===== config.mk =====
export PLATFORM = sky130hd
export DESIGN_NAME = cpu_step_monitor
export DESIGN_NICKNAME = d
export VERILOG_FILES = /design/src/rtl/cpu_step_monitor.sv
export SDC_FILE = /design/constraint.sdc
export NUM_CORES = 1
export LEC_CHECK = 0
export BUFFER_PORTS_ARGS = -buffer_cell sky130_fd_sc_hd__buf_2
export CAP_MARGIN = 30
export CORE_MARGIN = 2
export CORE_UTILIZATION = 55
export DETAILED_ROUTE_END_ITERATION = 12
export PLACE_DENSITY_LB_ADDON = 0.15
export SLEW_MARGIN = 5
export SYNTH_ARGS = -nofsm -noshare
export SYNTH_HDL_FRONTEND = slang
export SYNTH_SLANG_ARGS = --single-unit

===== constraint.sdc =====
create_clock -name clk -period 3.98 [get_ports clk]
set_clock_uncertainty 0.2 [all_clocks]
set_input_delay 0.398 -clock clk [delete_from_list [all_inputs] [get_ports clk]]
set_output_delay 0.398 -clock clk [all_outputs]
set_load 0.005 [all_outputs]

===== src/rtl/cpu_step_monitor.sv =====
// Debug monitor for 6502 bring-up: generates the CPU RDY enable (free-run or
// debounced single-step), halts on an address breakpoint, and shows the address.
module cpu_step_monitor #(
  parameter int DIVIDER         = 12_500_000,
  parameter int NUM_DIGITS      = 4,
  parameter int SCAN_DIV        = 25_000,
  parameter int DEBOUNCE_CYCLES = 250_000,
  parameter int COMMON_ANODE    = 1
) (
  input  logic                  clk,
  input  logic                  rst_n,
  input  logic                  run_req,
  input  logic                  step_btn_n,
  input  logic                  bp_enable,
  input  logic [15:0]           bp_addr,
  input  logic [15:0]           cpu_addr,
  input  logic                  cpu_we,
  output logic                  cpu_rdy,
  output logic [6:0]            seg,
  output logic [NUM_DIGITS-1:0] digit_sel_n,
  output logic                  halted,
  output logic                  bp_hit,
  output logic [3:0]            led
);

  localparam int DIV_W  = (DIVIDER > 2) ? $clog2(DIVIDER) : 1;
  localparam int SCAN_W = (SCAN_DIV > 2) ? $clog2(SCAN_DIV) : 1;
  localparam int DEB_W  = (DEBOUNCE_CYCLES > 2) ? $clog2(DEBOUNCE_CYCLES) : 1;
  localparam int IDX_W  = (NUM_DIGITS > 2) ? $clog2(NUM_DIGITS) : 1;
  localparam int STR_W  = 20;

  typedef enum logic [1:0] {S_HALT, S_RUN, S_STEP} state_e;

  logic              sync1_q, sync2_q;
  logic [DEB_W-1:0]  deb_cnt_q, deb_cnt_d;
  logic              btn_acc_q, btn_acc_d;
  logic              step_evt_q, step_evt_d;
  state_e            state_q, state_d;
  logic [DIV_W-1:0]  div_cnt_q, div_cnt_d;
  logic              cap_q, run_prev_q;
  logic              bp_hit_q, bp_hit_d;
  logic [15:0]       addr_lat_q, addr_lat_d;
  logic              we_lat_q, we_lat_d;
  logic [SCAN_W-1:0] scan_cnt_q, scan_cnt_d;
  logic [IDX_W-1:0]  idx_q, idx_d;
  logic [STR_W-1:0]  str_cnt_q, str_cnt_d;
  logic              bp_match, run_rise;
  logic [15:0]       nib_sh;
  logic [6:0]        glyph;

  function automatic logic [6:0] hex_glyph(input logic [3:0] n);
    case (n)
      4'h0: hex_glyph = 7'h3F;
      4'h1: hex_glyph = 7'h06;
      4'h2: hex_glyph = 7'h5B;
      4'h3: hex_glyph = 7'h4F;
      4'h4: hex_glyph = 7'h66;
      4'h5: hex_glyph = 7'h6D;
      4'h6: hex_glyph = 7'h7D;
      4'h7: hex_glyph = 7'h07;
      4'h8: hex_glyph = 7'h7F;
      4'h9: hex_glyph = 7'h6F;
      4'hA: hex_glyph = 7'h77;
      4'hB: hex_glyph = 7'h7C;
      4'hC: hex_glyph = 7'h39;
      4'hD: hex_glyph = 7'h5E;
      4'hE: hex_glyph = 7'h79;
      default: hex_glyph = 7'h71;
    endcase
  endfunction

  // Accepted level flips only after DEBOUNCE_CYCLES samples disagreeing with it.
  always_comb begin
    deb_cnt_d = deb_cnt_q;
    btn_acc_d = btn_acc_q;
    if (sync2_q == btn_acc_q) begin
      deb_cnt_d = '0;
    end else if (deb_cnt_q == DEB_W'(DEBOUNCE_CYCLES - 1)) begin
      btn_acc_d = sync2_q;
      deb_cnt_d = '0;
    end else begin
      deb_cnt_d = deb_cnt_q + DEB_W'(1);
    end
    step_evt_d = btn_acc_q & ~btn_acc_d;
  end

  assign bp_match = cap_q & bp_enable & (cpu_addr == bp_addr);
  assign run_rise = run_req & ~run_prev_q;

  always_comb begin
    state_d   = state_q;
    div_cnt_d = div_cnt_q;
    cpu_rdy   = 1'b0;
    case (state_q)
      S_HALT: begin
        div_cnt_d = '0;
        if (run_req && !bp_hit_q) state_d = S_RUN;
        else if (step_evt_q)      state_d = S_STEP;
      end
      S_STEP: begin
        cpu_rdy = 1'b1;
        state_d = S_HALT;
      end
      S_RUN: begin
        if (div_cnt_q == DIV_W'(DIVIDER - 1)) begin
          cpu_rdy   = 1'b1;
          div_cnt_d = '0;
        end else begin
          div_cnt_d = div_cnt_q + DIV_W'(1);
        end
        if (!run_req) begin
          state_d   = S_HALT;
          div_cnt_d = '0;
        end
      end
      default: state_d = S_HALT;
    endcase
    // A breakpoint hit overrides everything, including a same-cycle run request.
    if (bp_match) begin
      state_d   = S_HALT;
      div_cnt_d = '0;
    end
  end

  always_comb begin
    bp_hit_d   = bp_hit_q;
    addr_lat_d = addr_lat_q;
    we_lat_d   = we_lat_q;
    if (bp_match)      bp_hit_d = 1'b1;
    else if (run_rise) bp_hit_d = 1'b0;
    if (cap_q) begin
      addr_lat_d = cpu_addr;
      we_lat_d   = cpu_we;
    end
  end

  always_comb begin
    scan_cnt_d = scan_cnt_q + SCAN_W'(1);
    idx_d      = idx_q;
    if (scan_cnt_q == SCAN_W'(SCAN_DIV - 1)) begin
      scan_cnt_d = '0;
      idx_d      = (idx_q == IDX_W'(NUM_DIGITS - 1)) ? '0 : idx_q + IDX_W'(1);
    end
    str_cnt_d = str_cnt_q;
    if (cpu_rdy)                 str_cnt_d = '1;
    else if (str_cnt_q != '0)    str_cnt_d = str_cnt_q - STR_W'(1);
    nib_sh = addr_lat_q >> {idx_q, 2'b00};
    glyph  = hex_glyph(nib_sh[3:0]);
  end

  always_ff @(posedge clk or negedge rst_n) begin
    if (!rst_n) begin
      sync1_q    <= 1'b1;
      sync2_q    <= 1'b1;
      deb_cnt_q  <= '0;
      btn_acc_q  <= 1'b1;
      step_evt_q <= 1'b0;
      state_q    <= S_HALT;
      div_cnt_q  <= '0;
      cap_q      <= 1'b0;
      run_prev_q <= 1'b0;
      bp_hit_q   <= 1'b0;
      addr_lat_q <= '0;
      we_lat_q   <= 1'b0;
      scan_cnt_q <= '0;
      idx_q      <= '0;
      str_cnt_q  <= '0;
    end else begin
      sync1_q    <= step_btn_n;
      sync2_q    <= sync1_q;
      deb_cnt_q  <= deb_cnt_d;
      btn_acc_q  <= btn_acc_d;
      step_evt_q <= step_evt_d;
      state_q    <= state_d;
      div_cnt_q  <= div_cnt_d;
      cap_q      <= cpu_rdy;
      run_prev_q <= run_req;
      bp_hit_q   <= bp_hit_d;
      addr_lat_q <= addr_lat_d;
      we_lat_q   <= we_lat_d;
      scan_cnt_q <= scan_cnt_d;
      idx_q      <= idx_d;
      str_cnt_q  <= str_cnt_d;
    end
  end

  assign seg         = (COMMON_ANODE != 0) ? ~glyph : glyph;
  assign digit_sel_n = ~(NUM_DIGITS'(1) << idx_q);
  assign halted      = (state_q == S_HALT);
  assign bp_hit      = bp_hit_q;
  assign led         = {we_lat_q, bp_hit_q, halted, cpu_rdy | (str_cnt_q != '0)};

endmodule


==> impl_metrics.yaml <==
pwr:
  p_per_area_nw_per_um2: 319
  p_int_mw: 1.48
  p_sw_mw: 0.567
  clockPowerShare_pct: 32.8
  swShare_pct: 27.7
  pwr-share-comb_pct: 13.0
  p_leak_nw: 3.07
  power_frac_seq_pct: 54.2
  peakVddDrop_mv: 0.186
yosys:
  avgSynthCellArea_um2: 10.0
  syn_nets: 629
  synth.distinct_cells: 66
  async_flop_share_pct: 100
  ys_ff_latch: 105
  yosysSeqAreaShare_pct: 45.6
  synth.area.top_cells: "dfrtp_1 44%, xor2_1 4.9%, mux2_2 4.1%"
  synthCells: 574
  synth_ff_type: "dfrtp_1"
  synthDominantCellAreaShare_pct: 44.3
  synth_area_um2: 5770
  ys_warn_count: 0
  synth_edf_count: 0
  yosys.area.top_type: "dfrtp_1"
worst_hold_path:
  hold_class: "in2reg"
layout:
  drive_gt1_share_pct: 19.8
  fillers: 893
  nets: 687
  finalInstanceArea_um2: 6400
  synthToLayoutAreaGrowth_pct: 11.0
  antenna_cells: 0
floorplan:
  die_h_um: 106
  pin_count: 56
  initial_utilization_pct: 56.4
  num_rows: 37
  die_area_um2: 11300
  die_w_um: 106
  core_um2: 10200
timing:
  report.final.slew_viol_count: 0
  min_period_ns: 3.07
  finalSetupTns_ns: 0
  tightest_slew_ns: 0.731
  rsz0062_at_grt: "false"
  min_period_over_period_pct: 77.1
  fmax_ghz: 0.326
  finalSetupViolCount: 0
  maxSlewHeadroom_pct: 50.9
  finalHoldViolCount: 0
drt:
  vias: 4351
  drt-total-wl_um: 11300
  drtAntennaViolNets: 0
  firstDrtPassIters: 5
  vias_per_cell: 5.63
  drtIter0Drc: 164
  avgRoutedWirePerCell_um: 14.6
  route.detailed.drc: 0
critical_path:
  crit_fanout: 7
  crit_chain: "mux4_2 > inv_1 > ha_1 > inv_1 > mux4_2 > buf_2"
  critPathSlowestCell: "mux4_2"
  critPathLaunchType: "flop"
  crit_path_end_kind: "output pin"
  path_class: "reg2out"
  crit_required_ns: 3.38
  arrival_ns: 2.47
  critPathMaxStageDelay_ns: 0.62
place:
  hpwl_um: 8120
  placed_cell_area_um2: 6180
  io_buffer_count: 55
  gp_congestion: 0.810
clock_tree:
  cts_root_buffer: "clkbuf_8"
  clock_latency_ns: 0.37
  cts_resized: 0
  cts_sinks: 105
  numCtsBuffers: 9
  cts_tree: "built"
  cts_setup_buffers: 0
  clock_path_buffers: 2
  clk_pin_slew_ns: 0.10
  cts.htree.levels: 3
global_route:
  use_met2_pct: 37.0
  overflow: 0
  grt_max_degree: 50
  grt_pass1_wl_um: 20000
  grt_pass1_vias: 4372
  gr-usage-met1_pct: 28.5
  track_usage_pct: 21.7
  grt.met3_usage_pct: 3.92
  grt_busiest_layer: "met2"
  antenna_found_initial: 0
flow_run:
  drv_cap: 0
status:
  status: "finished clean"
-- sequential cells by signal (all words and copies together) (netlist names), 2 cells and up --
signal      flops
deb_cnt_q      18
div_cnt_q      24
str_cnt_q      20
state_q         2
addr_lat_q     16
idx_q           2
scan_cnt_q     15
-- critical path, delay by kind of cell, from the launching register on --
kind                       cells  cell delay [ns]
adders and majority gates      1             0.14
DFF                            1             0.58
muxes                          2             1.06
buffers and inverters          3             0.31
-- cells by family after synthesis --
logic type,share of synthesized area (%)
muxes,6.40
AOI/OAI and AO/OA,8.22
adders and majority gates,3.69
and+or+nand+nor,24.3
buffers and inverters,3.73
xor gates and xnor gates,8.05
DFF,45.6
-- layer usage --
| metal | share of wire, % | wire, um | vias to the layer above |
|---|---|---|---|
| met5 | 0 | 0 | - |
| met2 | 50 | 5640 | 54 |
| met4 | 1.3 | 142 | 0 |
| met3 | 2.7 | 308 | 11 |
| met1 | 46 | 5160 | 2133 |
| li1 | - | - | 2153 |
-- timing repair --
action / CTS / global route
endpoints found under the setup margin: 0 / 0
hold buffers: 3 / 0
endpoints found under the hold margin: 35 / 0
-- through the flow --
stage | util [%] | total power, mW | cells | worst slack, ns | hold WS, ns
3_3_place_gp | 60.0 | 1.37 | 751 | 1.25 | 0.146
5_1_grt | 62.6 | 2.15 | 773 | 0.739 | 0.0342
3_5_place_dp | 60.4 | 1.39 | 754 | 1.26 | 0.147
2_1_floorplan | - | 1.29 | 574 | 1.43 | -0.0976
6_report | 62.6 | 2.04 | 773 | 0.912 | 0.0474
4_1_cts | 62.6 | 2.07 | 773 | 0.857 | 0.0274
-- final cells by class --
type	instances	area, um2	area share (%)
well taps	136	170	2.66
repair buffers	66	388	6.06
flip-flops and latches	105	2630	41.1
clock inverters	5	61.3	0.958
clock buffers	11	131	2.05
multi-input cells	427	2930	45.8
inverters	23	86.3	1.35
-- cells in the mapped netlist, types with 3 or more instances --
cell type	count
xor2_1	32
buf_6	3
buf_2	3
ha_1	17
nor2b_1	3
nor4_1	9
mux4_2	5
nand2_1	49
inv_1	23
or2_2	3
o21ai_0	26
a21oi_1	15
a221o_1	5
nor3_1	22
a211oi_1	6
nand4_1	14
nor2_1	53
buf_4	4
dfrtp_1	102
and2_1	3
nand3_1	35
nor4b_1	4
xnor2_1	21
a21o_1	6
mux2_2	21
or3_1	19
dfstp_2	3
and3_1	8
clkbuf_1	8
nor3b_1	6
-- power by group through the flow --
stage	sequential [mW]	clock (mW)	combinational [mW]
after floorplan	1.12	0	0.171
after global placement	1.13	0	0.244
after detailed placement	1.13	0	0.266
after CTS	1.11	0.694	0.270
after global routing	1.11	0.736	0.299
final	1.11	0.670	0.266
-- path summary, 6_finish.rpt --
path | start | to | slack, ns | cells after the start
worst max-delay path | idx_q[0]$_DFFE_PN0N_ | seg[3] | 0.91 | 6
worst min-delay path | cpu_we | we_lat_q$_DFFE_PN0P_ | 0.05 | 2
worst max register to register | str_cnt_q[0]$_DFFE_PN0P_ | str_cnt_q[12]$_DFFE_PN0P_ | 1.41 | 8
worst min register to register | sync1_q$_DFF_PN1_ | sync2_q$_DFF_PN1_ | 0.16 | 0
max in group asynchronous | rst_n | scan_cnt_q[4]$_DFF_PN0_ | 2.31 | 4
min in group asynchronous | rst_n | div_cnt_q[18]$_DFFE_PN0P_ | 0.31 | 2
-- layout by cell type (no fill, tap or decap), types with 9 or more instances in the layout --
cell      Yosys  routed
mux2_2       21      21
or3_1        19      19
clkbuf_8      0       9
nand2_1      49      49
xor2_1       32      32
buf_2         3      54
nor3_1       22      22
nand3_1      35      35
nand4_1      14      14
inv_1        23      23
o21ai_0      26      25
a21oi_1      15      15
nor4_1        9       9
ha_1         17      17
xnor2_1      21      21
nor2_1       53      53
dfrtp_1     102     102
(Power assumes the default switching activity.)
